==> src/rtl/riscv_pkg.sv <==
// Shared encodings, FSM state type and memory map constants for the core's memory path.
package riscv_pkg;

    localparam logic [1:0]  SIZE_B   = 2'b00;
    localparam logic [1:0]  SIZE_H   = 2'b01;
    localparam logic [1:0]  SIZE_W   = 2'b10;
    localparam logic [31:0] MEM_BASE = 32'h8000_0000;

    typedef enum logic [1:0] {
        IDLE   = 2'd0,
        ACCESS = 2'd1,
        RESP   = 2'd2
    } arb_state_t;

    // Out of range when below the base or when the word index overflows the array.
    function automatic logic addr_oob(input logic [31:0] addr,
                                      input logic [31:0] base,
                                      input logic [31:0] off,
                                      input int          depth_log2);
        logic below;
        logic over;
        below = (addr < base);
        over  = ((off >> (depth_log2 + 2)) != 32'd0);
        return below | over;
    endfunction

endpackage

==> src/rtl/mem_lane_steer.sv <==
// Byte-lane steering: turns (size, low address bits, right-justified data) into
// RAM write strobes and replicated write data, flagging misaligned or illegal sizes.
module mem_lane_steer
    import riscv_pkg::*;
(
    input  logic [1:0]  size,
    input  logic [1:0]  addr_lo,
    input  logic [31:0] wdata,
    output logic [3:0]  we,
    output logic [31:0] wdata_steered,
    output logic        misaligned
);

    // Strobe and data replication per access size; size 11 reports as misaligned.
    always_comb begin
        we            = 4'b0000;
        wdata_steered = wdata;
        misaligned    = 1'b0;
        case (size)
            SIZE_B: begin
                we            = 4'b0001 << addr_lo;
                wdata_steered = {4{wdata[7:0]}};
                misaligned    = 1'b0;
            end
            SIZE_H: begin
                if (addr_lo[1]) begin
                    we = 4'b1100;
                end else begin
                    we = 4'b0011;
                end
                wdata_steered = {2{wdata[15:0]}};
                misaligned    = addr_lo[0];
            end
            SIZE_W: begin
                we            = 4'b1111;
                wdata_steered = wdata;
                misaligned    = (addr_lo != 2'b00);
            end
            default: begin
                we            = 4'b0000;
                wdata_steered = wdata;
                misaligned    = 1'b1;
            end
        endcase
    end

endmodule

==> src/rtl/mem_arbiter.sv <==
// Fetch / load-store arbiter onto one synchronous RAM port (IDLE -> ACCESS -> RESP).
// Define MEM_ARB_RR_EN for round-robin on contention; otherwise the data port always wins.
module mem_arbiter
    import riscv_pkg::*;
#(
    parameter logic [31:0] BASE       = MEM_BASE,
    parameter int          DEPTH_LOG2 = 12
) (
    input  logic                  clk,
    input  logic                  reset,
    input  logic                  i_req,
    input  logic [31:0]           i_addr,
    output logic                  i_ack,
    output logic [31:0]           i_rdata,
    output logic                  i_err,
    input  logic                  d_req,
    input  logic                  d_we,
    input  logic [1:0]            d_size,
    input  logic [31:0]           d_addr,
    input  logic [31:0]           d_wdata,
    output logic                  d_ack,
    output logic [31:0]           d_rdata,
    output logic                  d_err,
    output logic                  mem_en,
    output logic [3:0]            mem_we,
    output logic [DEPTH_LOG2-1:0] mem_addr,
    output logic [31:0]           mem_wdata,
    input  logic [31:0]           mem_rdata
);

    arb_state_t            state_q, state_d;
    logic                  gnt_data_q, gnt_data_d;
    logic                  i_ack_q, i_ack_d;
    logic                  d_ack_q, d_ack_d;
    logic                  i_err_q, i_err_d;
    logic                  d_err_q, d_err_d;
    logic                  mem_en_q, mem_en_d;
    logic [3:0]            mem_we_q, mem_we_d;
    logic [DEPTH_LOG2-1:0] mem_addr_q, mem_addr_d;
    logic [31:0]           mem_wdata_q, mem_wdata_d;

    logic                  any_req_s;
    logic                  take_data_s;
    logic                  sel_store_s;
    logic [31:0]           sel_addr_s;
    logic [1:0]            sel_size_s;
    logic [31:0]           sel_wdata_s;
    logic [31:0]           off_s;
    logic                  req_err_s;
    logic [3:0]            steer_we_s;
    logic [31:0]           steer_wdata_s;
    logic                  steer_mis_s;

`ifdef MEM_ARB_RR_EN
    logic                  last_data_q, last_data_d;
`endif

    // Winner selection among the current requests.
    always_comb begin
        any_req_s = i_req | d_req;
`ifdef MEM_ARB_RR_EN
        take_data_s = d_req & (~i_req | ~last_data_q);
`else
        take_data_s = d_req;
`endif
        if (take_data_s) begin
            sel_addr_s  = d_addr;
            sel_size_s  = d_size;
            sel_wdata_s = d_wdata;
            sel_store_s = d_we;
        end else begin
            sel_addr_s  = i_addr;
            sel_size_s  = SIZE_W;
            sel_wdata_s = 32'd0;
            sel_store_s = 1'b0;
        end
    end

    mem_lane_steer u_steer (
        .size          (sel_size_s),
        .addr_lo       (sel_addr_s[1:0]),
        .wdata         (sel_wdata_s),
        .we            (steer_we_s),
        .wdata_steered (steer_wdata_s),
        .misaligned    (steer_mis_s)
    );

    // Grant-time error check on the winner's address and size.
    always_comb begin
        off_s     = sel_addr_s - BASE;
        req_err_s = steer_mis_s | addr_oob(sel_addr_s, BASE, off_s, DEPTH_LOG2);
    end

    // State register plus all registered outputs and grant bookkeeping.
    always_ff @(posedge clk or posedge reset) begin
        if (reset) begin
            state_q     <= IDLE;
            gnt_data_q  <= 1'b0;
            i_ack_q     <= 1'b0;
            d_ack_q     <= 1'b0;
            i_err_q     <= 1'b0;
            d_err_q     <= 1'b0;
            mem_en_q    <= 1'b0;
            mem_we_q    <= 4'b0000;
            mem_addr_q  <= '0;
            mem_wdata_q <= 32'd0;
`ifdef MEM_ARB_RR_EN
            last_data_q <= 1'b0;
`endif
        end else begin
            state_q     <= state_d;
            gnt_data_q  <= gnt_data_d;
            i_ack_q     <= i_ack_d;
            d_ack_q     <= d_ack_d;
            i_err_q     <= i_err_d;
            d_err_q     <= d_err_d;
            mem_en_q    <= mem_en_d;
            mem_we_q    <= mem_we_d;
            mem_addr_q  <= mem_addr_d;
            mem_wdata_q <= mem_wdata_d;
`ifdef MEM_ARB_RR_EN
            last_data_q <= last_data_d;
`endif
        end
    end

    // Next-state logic; erroring requests skip the RAM cycle.
    always_comb begin
        state_d = state_q;
        case (state_q)
            IDLE: begin
                if (any_req_s && req_err_s) begin
                    state_d = RESP;
                end else if (any_req_s) begin
                    state_d = ACCESS;
                end else begin
                    state_d = IDLE;
                end
            end
            ACCESS:  state_d = RESP;
            RESP:    state_d = IDLE;
            default: state_d = IDLE;
        endcase
    end

    // Output and datapath next values; acks are raised on entry to RESP.
    always_comb begin
        gnt_data_d  = gnt_data_q;
        i_ack_d     = 1'b0;
        d_ack_d     = 1'b0;
        i_err_d     = 1'b0;
        d_err_d     = 1'b0;
        mem_en_d    = 1'b0;
        mem_we_d    = 4'b0000;
        mem_addr_d  = mem_addr_q;
        mem_wdata_d = mem_wdata_q;
`ifdef MEM_ARB_RR_EN
        last_data_d = last_data_q;
`endif
        case (state_q)
            IDLE: begin
                if (any_req_s) begin
                    gnt_data_d = take_data_s;
`ifdef MEM_ARB_RR_EN
                    last_data_d = take_data_s;
`endif
                    if (req_err_s) begin
                        i_ack_d = ~take_data_s;
                        d_ack_d = take_data_s;
                        i_err_d = ~take_data_s;
                        d_err_d = take_data_s;
                    end else begin
                        mem_en_d    = 1'b1;
                        mem_we_d    = sel_store_s ? steer_we_s : 4'b0000;
                        mem_addr_d  = off_s[DEPTH_LOG2+1:2];
                        mem_wdata_d = steer_wdata_s;
                    end
                end else begin
                    gnt_data_d = gnt_data_q;
                end
            end
            ACCESS: begin
                i_ack_d = ~gnt_data_q;
                d_ack_d = gnt_data_q;
            end
            RESP: begin
                mem_en_d = 1'b0;
            end
            default: begin
                mem_en_d = 1'b0;
            end
        endcase
    end

    // Read data is the RAM output during a successful ack, zero otherwise.
    always_comb begin
        if (i_ack_q && !i_err_q) begin
            i_rdata = mem_rdata;
        end else begin
            i_rdata = 32'd0;
        end
        if (d_ack_q && !d_err_q) begin
            d_rdata = mem_rdata;
        end else begin
            d_rdata = 32'd0;
        end
    end

    assign i_ack     = i_ack_q;
    assign d_ack     = d_ack_q;
    assign i_err     = i_err_q;
    assign d_err     = d_err_q;
    assign mem_en    = mem_en_q;
    assign mem_we    = mem_we_q;
    assign mem_addr  = mem_addr_q;
    assign mem_wdata = mem_wdata_q;

endmodule

==> config.mk <==
export PLATFORM = sky130hd
export DESIGN_NAME = mem_arbiter
export DESIGN_NICKNAME = d
export VERILOG_FILES = /design/src/rtl/riscv_pkg.sv /design/src/rtl/mem_lane_steer.sv /design/src/rtl/mem_arbiter.sv
export SDC_FILE = /design/constraint.sdc
export NUM_CORES = 1
export LEC_CHECK = 0
export CORE_MARGIN = 5
export CORE_UTILIZATION = 34
export CTS_CLUSTER_DIAMETER = 120
export DETAILED_ROUTE_END_ITERATION = 12
export PLACE_DENSITY = 0.89
export SLEW_MARGIN = 20
export SYNTH_ARGS = -nofsm -noshare
export SYNTH_HDL_FRONTEND = slang
export SYNTH_SLANG_ARGS = --single-unit
export TNS_END_PERCENT = 1
==> constraint.sdc <==
create_clock -name clk -period 2.05 [get_ports clk]
set_input_delay 0.5125 -clock clk [delete_from_list [all_inputs] [get_ports clk]]
set_output_delay 0.5125 -clock clk [all_outputs]
set_load 0.01 [all_outputs]
# After elaboration in Yosys (flattened, before gate mapping)
# Cells that the tools add are included.
word_totals:
  reg_bits: 56
  inputBits: 135
op_classes:
  add_sub_neg: 1
  magnitude_cmp: 1
  eq_ne: 3
  shifts: 1
  muxes: 28
  n_bitwise: 6
  n_reduce_logical: 11
ops:
  columns: ["cell", "count"]
  rows:
  - ["two-way mux 32 bit", 4]
  - ["one-hot mux 32 bit (2 select lines)", 1]
  - ["less-than comparator 32 bit, second input constant", 1]
  - ["nonzero test 32 bit", 1]
  - ["subtractor 32 bit, second input constant", 1]
  - ["two-way mux 4 bit", 5]
  - ["one-hot mux 4 bit (3 select lines)", 1]
  - ["two-way mux 1 bit", 11]
  - ["equality test 2 x 1 -> 1 bit, second input constant", 2]
  - ["logical NOT 2 bit", 2]
  - ["two-way mux 2 bit", 2]
  - ["one-hot mux 1 bit (2 select lines)", 2]
  - ["one-hot mux 2 bit (2 select lines)", 1]
  - ["left shift 1 x 2 -> 4 bit, first input constant", 1]
  - ["logical AND 1 bit", 3]
  - ["inverter 1 bit", 3]
  - ["OR 1 bit", 3]
  - ["one-hot mux 1 bit (3 select lines)", 1]
  - ["AND reduction 3 bit", 1]
  - ["equality test 2 bit, second input constant", 1]
  - ["logical NOT 1 bit", 2]
  - ["AND reduction 2 bit", 1]
  - ["nonzero test 2 bit", 1]

# Longest topological paths before layout
# Gate-level depths: netlist of the first run.
logic_depth:
  depth_word: 8
  ltp_mapped: 10
  depth_no_buf: 6

# Cells and area by module
# A second synthesis of the first run with hierarchy kept.
hier_totals:
  hier_cells: 338
  hier_area_um2: 3565.9
by_module_without_submodules:
  columns: ["module", "instances", "cells_per_inst", "area_each_um2"]
  rows:
  - ["mem_arbiter", 1, 269, 2991.6]
  - ["mem_lane_steer", 1, 69, 574.3]

# Worst setup path before layout of the first run
# No wires, ideal clock.
synth_timing:
  path_kind: "in2reg"
  start: "input port i_addr[0]"
  end: "register mem_wdata_q[16], in the netlist mem_wdata[16]"
  t_arrival_ns: 2.470
  t_required_ns: 1.925
  setup_slack_ns: -0.545
  stages: 8
  path_cell_list: "or4_1 or4_1 a222oi_1 buf_4 nand2_4 inv_6 buf_12 mux2_4"
synth_between:
  elab_chain_cells: 7
  elab_cells_between_ends: 10
  classes_between: "1 x add/sub; 1 x order compare; 2 x mux; 3 x bitwise; 3 x reduce/logical"
synth_rtl:
  columns: ["element", "line", "rtl"]
  rows:
  - ["from (decl)", "mem_arbiter.sv:12", "input logic [31:0] i_addr,"]
  - ["two-way mux 32 bit (*)", "mem_arbiter.sv:66", "if (take_data_s) begin"]
  - ["subtractor 32 bit", "mem_arbiter.sv:90", "off_s = sel_addr_s - BASE;"]
  - ["nonzero test 32 bit", "riscv_pkg.sv:23", "over = ((off >> (depth_log2 + 2)) != 32'd0);"]
  - ["OR 1 bit", "riscv_pkg.sv:24", "return below | over;"]
  - ["OR 1 bit (*)", "mem_arbiter.sv:91", "req_err_s = steer_mis_s | addr_oob(sel_addr_s, BASE, off_s, DEPTH_LOG2);"]
  - ["inverter 1 bit (no source line) (*)", null, null]
  - ["AND reduction 3 bit (no source line) (*)", null, null]
  - ["to (signal assigned)", "mem_arbiter.sv:120", "mem_wdata_q <= mem_wdata_d;"]
  - ["to (decl)", "mem_arbiter.sv:40", "logic [31:0] mem_wdata_q, mem_wdata_d;"]
# Mark *: on every way between the ends. The rest lies on a longest branch, timed or not.
# A chain may end at the register's enable or synchronous reset.

# Worst setup path after layout of the first run
layout_timing:
  start: "input port i_addr[15]"
  end: "register mem_wdata_q[29], in the netlist mem_wdata[29]"
layout_between:
  elab_chain_cells: 7
  elab_cells_between_ends: 8
  classes_between: "1 x add/sub; 1 x order compare; 1 x mux; 3 x bitwise; 2 x reduce/logical"
layout_rtl:
  columns: ["element", "line"]
  rows:
  - ["two-way mux 32 bit (*)", "mem_arbiter.sv:66"]
  - ["subtractor 32 bit", "mem_arbiter.sv:90"]
  - ["nonzero test 32 bit", "riscv_pkg.sv:23"]
  - ["OR 1 bit (*)", "riscv_pkg.sv:24"]
  - ["OR 1 bit (*)", "mem_arbiter.sv:91"]
  - ["inverter 1 bit (no source line) (*)", null]
  - ["AND reduction 3 bit (no source line) (*)", null]
# Marked as above.

==> impl_metrics.ini, run 1 <==
[place]
io_buffers = 251
hpwl_mm = 10.63
gp_congestion = 0.8353
dp_slack_ps = -1108

[floorplanning]
core_um2 = 9639
pin_count = 252
die-area_um2 = 11820
die_height_um = 108.7
start_util_pct = 34.37
die_w_um = 108.7
num_rows = 36

[timing]
rsz0062_at_grt = yes
finalSetupTns_ps = -18480
slew_violations = 0
hold_viol = 0
min_period_ps = 2400
worst_slack_ps = -350.4
min_period_over_period_pct = 117.1
relSlewSlack_pct = 62.55
finalSetupViolCount = 68
finClkSkew_ps = 10.69
max_freq_mhz = 416.6
worst_slew_pin_slew_ps = 561.7

[yosys]
synthTopCellsByArea = dfrtp_1 (42%), mux2i_1 (16%), and2_1 (12%)
synth_flop_cell = dfrtp_1
synth_seq_cells = 56
synthCells = 355
synthMuxAreaShare_pct = 17.30
synth_top_area_share_pct = 42.30
yosysWarningCount = 0
synth_area_per_cell_um2 = 9.333
synthXorXnorAreaFrac_pct = 0
synth.most_common_cell = and2_1
yosys.area_share.simple_pct = 22.24
yosysSeqAreaShare_pct = 42.30
synth_compound_area_share_pct = 10.69
synth-edff-count = 0
synth_area_um2 = 3313
synth_top_family_by_area = simple AND/OR/NAND/NOR gates
synth-adder-area-share_pct = 0
async_flop_share_pct = 100.0
synth_commonest_cells = and2_1 (65), dfrtp_1 (56), mux2i_1 (52)
yosysUniqueCellTypes = 37
syn_nets = 490
synth_top_area_cell = dfrtp_1

[clock_tree]
cts_buffer_depth = 2
cts_root_buf = clkbuf_8
numCtsBuffers = 5
clock_latency_ps = 310
clk_pin_slew_ps = 110
tritoncts = built
cts.sinks = 56
cts_hold_buffers = 0
cts-htree-levels = 2
post_cts_buffers = 0

[critical_path]
crit_type = input port to flop
r2r-end = mem_wdata[29]
startpoint = i_addr[15]
crit_chain = buf_6, or4_1, or4_1, a222oi_1, buf_4, nand2_8, clkinv_8, buf_8, mux2i_2
cp_top_family = simple AND/OR/NAND/NOR gates
cpPeakStageDelay_ps = 510
worstPathArrival_ps = 2630
reg2reg_setup_slack_ps = 510
worstPathRequired_ps = 2280
crit_fanout = 5
worstSetupStartpointType = input port
timing.rr.start = state_q[1]
ff2ff_path_depth = 6
cp_common_cell = or4_1
slowest_stage = or4_1
end_kind = flop
critPathBufInv = 4

[cells_and_area]
final_nets = 750
fillers = 866
area_delta_synth_final_pct = 89.46
drive_above_1_share_pct = 9.253

[drt]
drtAntennaViolNets = 0
post_drt_wl_per_cell_um = 17.00
routed_wl_mm = 12.77
drc_errors = 0
drt-vias-per-instance = 4.706
drt_first_pass_iters = 4
via_count = 3534
drt-initial-drc-count = 85

[grt]
antenna_found_initial = 1
grt_first_pass_wirelength_mm = 19.11
grt_pass1_vias = 3736
grt_start_max_net_pins = 57
overflow = 0
grt_use_total_pct = 20.49

[power]
cellPowerDensity_nw_per_um2 = 415.4
ir_worst_vdd_mv = 0.2988
p_leak_nw = 2.991

[outcome]
violations = setup timing
status = finished with violations

[min_path]
hold_class = flop to flop
hp-start = gnt_data_q
whs_path_depth = 1
holdPathEnd = i_ack

[run]
cap_violations = 0
==> cells in the final DEF (no fill, tap or decap), types with 2 or more instances in the layout <==
master,instances
a21oi_1,41
a32oi_1,2
and2_1,65
buf_2,2
buf_4,17
buf_6,6
buf_8,4
clkbuf_8,5
clkdlybuf4s15_1,8
clkdlybuf4s50_1,195
dfrtp_1,56
diode_2,2
dlygate4sd2_1,35
dlymetal6s2s_1,8
inv_1,26
inv_8,2
mux2_4,4
mux2i_1,49
mux2i_2,3
nand2_1,15
nand2b_1,5
nand3_1,2
nor2_1,18
nor2b_1,5
nor3_1,2
nor4_1,5
o211ai_1,2
o21a_1,4
o21ai_0,4
o2bb2ai_1,2
o2bb2ai_2,2
or4_1,2
==> routing by layer <==
metal / GRT usage [%] / vias up / routed length (um)
met3: 5.921 / 20 / 1022
li1: - / 1711 / -
met1: 21.75 / 1647 / 4597
met5: 0 / - / 0
met4: 4.689 / 0 / 285
met2: 39.63 / 156 / 6864
==> through the flow <==
stage / instances / power (mW) / area [um^2] / hold slack [ps] / utilization [%]
after floorplan: 355 / 1.403 / 3313 / 446.0 / -
after global placement: 740 / 1.884 / 6057 / 469.9 / 62.84
after detailed placement: 740 / 1.903 / 6057 / 479.1 / 62.84
after CTS: 749 / 2.626 / 6175 / 511.9 / 64.06
after global routing: 751 / 2.723 / 6277 / 533.9 / 65.12
final: 751 / 2.608 / 6277 / 513.3 / 65.12
==> final cells by class <==
type                    count  area [um^2]  area share [%]
repair buffers            277         2729           43.47
clock inverters             3        46.29          0.7375
multi-input cells         246         1732           27.59
diodes                      2        5.005         0.07973
clock buffers               5        68.82           1.096
inverters                  28        117.6           1.874
well taps                 133        166.4           2.651
flip-flops and latches     56         1401           22.32
repair inverters            1        11.26          0.1794
==> worst max path at each step <==
stage | end | slack, ps | cells after the start
2_1_floorplan | mem_wdata[16] | -550 | 8
3_3_place_gp | mem_wdata[19] | -1040 | 8
3_5_place_dp | mem_wdata[30] | -1110 | 9
4_1_cts | mem_wdata[6] | -500 | 9
5_1_grt | mem_wdata[7] | -400 | 9
6_report | mem_wdata[29] | -350 | 9
==> what timing repair did <==
action                                  4_1_cts  5_1_grt
endpoints found under the setup margin      119      106
gates cloned                                  1        0
gates resized for setup                      69       35
pin swaps                                     4        3
==> worst reg2reg max path, cell delays in order, from the launching register on <==
cell and delay, ps:
dfrtp_1 400, nor2_1 240, o21a_1 290, nand2_8 110, clkinv_8 90, buf_8 120, mux2i_2 210
==> report_power, final <==
group	internal (mW)	leakage, nW	total, mW	switching, mW
Sequential	1.12	0.648	1.13	0.00944
Combinational	0.438	2.28	0.729	0.291
Clock	0.371	0.0601	0.753	0.382
Total	1.93	2.99	2.61	0.683
==> registers in the layout, summed over array words and instances (netlist names) <==
| signal | flops |
|---|---|
| mem_wdata | 32 |
| mem_addr | 12 |
| mem_we | 4 |
| state_q | 2 |
| d_ack | 1 |
| d_err | 1 |
| gnt_data_q | 1 |
| i_ack | 1 |
| i_err | 1 |
| mem_en | 1 |
==> cell families after synthesis <==
kind of cell           count (synthesis)
DFF                                   56
and+or+nand+nor                      129
muxes                                 56
buffers and inverters                 53
AOI/OAI and AO/OA                     61
(Power assumes the default switching activity.)
==> run 2: changes to the inputs <==
--- a/config.mk
+++ b/config.mk
@@ -7,2 +7,3 @@
 export LEC_CHECK = 0
+export CAP_MARGIN = 0
 export CORE_MARGIN = 5
==> constraint.sdc (replaced) <==
create_clock -name clk -period 2.05 [get_ports clk]
set_input_delay 0.41 -clock clk [delete_from_list [all_inputs] [get_ports clk]]
set_output_delay 0.41 -clock clk [all_outputs]
set_load 0.01 [all_outputs]
==> run 2 against run 1 <==
The run still ends with setup timing left. Routed wire length fell by 1.5%. Register-to-register slack barely moved. Final cell count fell by 0.13%. Clock-buffer cell count rose by 1. First-iteration DRC count fell by 11%. Largest power group unchanged.
==> impl_metrics.ini, run 2 (same netlist as run 1, synthesis figures left out) <==
[drt]
drt_first_pass_iters = 4
drt-vias-per-instance = 4.681
drc_errors = 0
drt-initial-drc-count = 76
via_count = 3511
post_drt_wl_per_cell_um = 16.76
routed_wl_mm = 12.57
drtAntennaViolNets = 0

[grt]
grt_first_pass_wirelength_mm = 19.18
grt_start_max_net_pins = 57
grt_pass1_vias = 3730
overflow = 0
grt_use_total_pct = 20.70
antenna_found_initial = 2

[power]
internal_power_mw = 1.816
seq_power_share_pct = 45.4
clockPowerShare_pct = 25.9
ir_worst_vdd_mv = 0.3406
power.share.switching_pct = 26.65
cellPowerDensity_nw_per_um2 = 399.9
switchingPower_mw = 0.6598
p_leak_nw = 2.966
comb_power_share_pct = 28.7

[timing]
finClkSkew_ps = 17.52
relSlewSlack_pct = 64.32
hold_viol = 0
finalSetupViolCount = 52
min_period_ps = 2248
max_freq_mhz = 444.8
worst_slack_ps = -198.4
min_period_over_period_pct = 109.7
worst_slew_pin_slew_ps = 535.2
slew_violations = 0
rsz0062_at_grt = yes

[cells_and_area]
layout_commonest_cell = clkdlybuf4s50_1
area_delta_synth_final_pct = 86.86
fillers = 863
final_nets = 749
drive_above_1_share_pct = 7.967
seq_area_um2 = 1401
stdcell_area_um2 = 6191
largest_reg_flops = 32
multi_input_comb_area_um2 = 1703
layout_common_cells = clkdlybuf4s50_1 (182), and2_1 (65), dlygate4sd2_1 (63)
fin_util_pct = 64.23

[clock_tree]
cts-htree-levels = 2
clk_pin_slew_ps = 110
cts_root_buf = clkbuf_8
numCtsBuffers = 5
tritoncts = built
post_cts_buffers = 0
clock_latency_ps = 310
cts_buffer_depth = 2
cts.sinks = 56

[critical_path]
startpoint = i_addr[15]
worstPathArrival_ps = 2440
worstSetupStartpointType = input port
timing.rr.start = state_q[0]
crit_fanout = 5
crit_type = input port to flop
crit_chain = buf_6, or4_1, or4_1, a222oi_1, buf_4, nand2_8, clkinv_8, mux2_4
end_kind = flop
cp_common_cell = or4_1
slowest_stage = or4_1
cpPeakStageDelay_ps = 490
worstPathRequired_ps = 2240

[place]
gp_congestion = 0.8395
io_buffers = 251
dp_slack_ps = -958.4
hpwl_mm = 10.35
placed_area_um2 = 6050

[outcome]
violations = setup timing
status = finished with violations

[floorplanning]
num_rows = 36
pin_count = 252
die_w_um = 108.7
start_util_pct = 34.37
die_height_um = 108.7
core_um2 = 9639
die-area_um2 = 11820

[min_path]
hold_class = input port to asynchronous set/reset pin

[run]
cap_violations = 0
==> run 2: worst paths after layout <==
path / endpoint / slack, ps / cells past startpoint
worst max-delay path: mem_wdata[19] / -200 / 8
worst min-delay path: mem_wdata[25] / 450 / 3
worst max register to register: mem_wdata[19] / 520 / 5
worst min register to register: mem_wdata[22] / 500 / 1
max in group asynchronous: mem_we[2] / 1330 / 3
min in group clk: mem_wdata[22] / 500 / 1
==> run 2: layout make-up <==
type	instances	area share [%]
clock inverters	2	0.2223
repair buffers	276	43.37
clock buffers	6	1.334
repair inverters	1	0.2627
diodes	2	0.08084
flip-flops and latches	56	22.64
well taps	133	2.688
multi-input cells	246	27.51
inverters	28	1.900
==> run 2: metal layers <==
layer  global-route usage, %  up-vias  wire, um
met1                   22.29     1641      4657
met3                   4.914       16       917
met5                       0        -         0
li1                        -     1707         -
met4                   5.500        0       198
met2                   40.07      147      6799
==> run 2: timing repair <==
item	4_1_cts	5_1_grt
endpoints found under the hold margin	0	0
hold buffers	0	0
endpoints found under the setup margin	118	56
pin swaps	3	3
gates cloned	1	0
resized for setup	95	11
==> run 2: metrics by stage <==
| step | setup TNS, ps | instances | hold slack (ps) | power (mW) |
|---|---|---|---|---|
| 6_report | -7128 | 750 | 450.8 | 2.476 |
| 5_1_grt | -11000 | 750 | 476.1 | 2.591 |
| 4_1_cts | -16430 | 748 | 467.3 | 2.493 |
| 3_5_place_dp | -47700 | 739 | 472.7 | 1.896 |
| 3_3_place_gp | -47660 | 739 | 469.3 | 1.883 |
| 2_1_floorplan | -13150 | 355 | 446.0 | 1.403 |
==> run 2: power by group through the flow <==
stage	clock (mW)	sequential, mW	combinational [mW]
floorplan	0	1.15	0.255
global placement	0	1.14	0.738
detailed placement	0	1.14	0.751
CTS	0.659	1.12	0.711
global route	0.697	1.13	0.767
finish	0.642	1.12	0.709
==> run 2: critical path, delay by kind of cell <==
family          cells  cell delay [ps]
buf+inv             3              400
mux                 1              290
compound gates      1              350
simple gates        3              980
==> run 3: changes to the inputs <==
SLEW_MARGIN = not set   (was 20)
TNS_END_PERCENT = not set   (was 1)
==> run 3 against run 2 <==
The run still ends with setup timing left. Final cell count increased by 0.67%. Die area is the same. Clock skew decreased by 14 ps. Sequential share of layout area down 0.40 points. Total power up 6.3%. Worst hold slack got worse by 93 ps. Highest routed layer unchanged.
==> impl_metrics.ini, run 3 (same netlist as run 1, synthesis figures left out) <==
[outcome]
status = finished with violations
violations = setup timing

[cells_and_area]
largest_reg_flops = 32
layout_common_cells = clkdlybuf4s50_1 (182), and2_1 (65), dfrtp_1 (56)
area_delta_synth_final_pct = 90.22
layout_commonest_cell = clkdlybuf4s50_1
fin_util_pct = 65.38
final_nets = 755
drive_above_1_share_pct = 11.59

[timing]
finalSetupViolCount = 54
rsz0062_at_grt = yes
min_period_ps = 2299
hold_viol = 0
worst_slew_pin_slew_ps = 533.8
relSlewSlack_pct = 64.41
slew_violations = 0
min_period_over_period_pct = 112.1
finalSetupTns_ps = -10010
worst_slack_ps = -248.8
whs_ps = 357.5
max_freq_mhz = 435.0
finClkSkew_ps = 3.158

[drt]
drt-initial-drc-count = 154
drtAntennaViolNets = 0
via_count = 3623
drc_errors = 0
drt-vias-per-instance = 4.799
drt_first_pass_iters = 4
routed_wl_mm = 13.71
post_drt_wl_per_cell_um = 18.15

[power]
ir_worst_vdd_mv = 0.3180
power.total_mw = 2.632
p_leak_nw = 2.961
cellPowerDensity_nw_per_um2 = 417.7

[place]
hpwl_mm = 10.89
io_buffers = 251
dp_slack_ps = -957.0
gp_congestion = 0.8841

[floorplanning]
pin_count = 252
start_util_pct = 34.37
die_w_um = 108.7
num_rows = 36
die-area_um2 = 11820
die_height_um = 108.7
core_um2 = 9639

[clock_tree]
tritoncts = built
cts_hold_buffers = 0
cts.sinks = 56
clock_latency_ps = 310
cts-htree-levels = 2
clk_pin_slew_ps = 100
cts_root_buf = clkbuf_8
numCtsBuffers = 5
cts_buffer_depth = 2

[critical_path]
ff2ff_path_depth = 5
worstSetupStartpointType = input port
reg2reg_setup_slack_ps = 450
r2r-end = mem_wdata[17]
crit_fanout = 5
timing.rr.start = state_q[1]
worstPathArrival_ps = 2500
startpoint = i_addr[14]
end_kind = flop
crit_type = input port to flop
worstPathRequired_ps = 2250

[grt]
overflow = 0
grt_start_max_net_pins = 44
grt_first_pass_wirelength_mm = 20.27
antenna_found_initial = 1
grt_pass1_vias = 3884
grt_use_total_pct = 22.31

[min_path]
hold_class = input port to asynchronous set/reset pin

[run]
cap_violations = 0
==> run 3: changes by cell type in the layout (fill, tap and decap cells not counted), moves of 2 or more <==
cell	change
clkbuf_2	+8
clkinv_8	-2
buf_2	+3
buf_4	+4
clkdlybuf4s15_1	+6
mux2i_1	-2
mux2i_2	+2
buf_6	-3
dlygate4sd2_1	-15
==> run 3: through the flow <==
step                cell area [um^2]  std cells
finish                          6302        755
detailed placement              6063        736
floorplan                       3324        355
CTS                             6294        753
global route                    6302        755
global placement                6063        736
==> run 3: layout make-up <==
cell class	count	area [um^2]
clock inverter	3	46.29
antenna	1	2.502
multi-input combinational	246	1743
timing repair inverter	1	8.758
fill	835	3337
inverter	28	117.6
clock buffer	5	68.82
timing repair buffer	282	2748
sequential	56	1401
tap	133	166.4
==> run 3: where the power goes <==
group          internal, mW  total, mW  switching, mW
clock                 0.369      0.745          0.376
combinational         0.451      0.761          0.310
sequential             1.12       1.13         0.0101
total                  1.94       2.63          0.697
==> run 3: critical path, stage by stage <==
cell	delay, ps
buf_6	90
or4_1	520
or4_1	410
a222oi_1	360
buf_4	220
nand2_8	90
inv_6	110
mux2_4	300
==> run 3: how the worst max path moves through the flow <==
| stage | end | slack, ps | depth (start not counted) |
|---|---|---|---|
| global placement | mem_wdata[19] | -870 | 8 |
| CTS | mem_wdata[24] | -340 | 9 |
| finish | mem_wdata[17] | -250 | 8 |
| global route | mem_wdata[24] | -300 | 9 |
| floorplan | mem_wdata[16] | -440 | 8 |
| detailed placement | mem_wdata[21] | -960 | 8 |
==> run 3: timing repair <==
item | in CTS | in global routing
endpoints found under the setup margin | 119 | 73
setup buffers | 3 | 1
endpoints found under the hold margin | 0 | 0
cloned | 6 | 0
resized for setup | 110 | 26
pin swaps | 3 | 2
==> run 3: layer usage <==
metal,part of all wire [%],vias to the layer above,GRT usage (%)
met5,0,-,0
met4,3.7,0,8.837
met3,9.2,33,7.105
met2,52,182,41.84
met1,35,1691,22.81
li1,-,1717,-
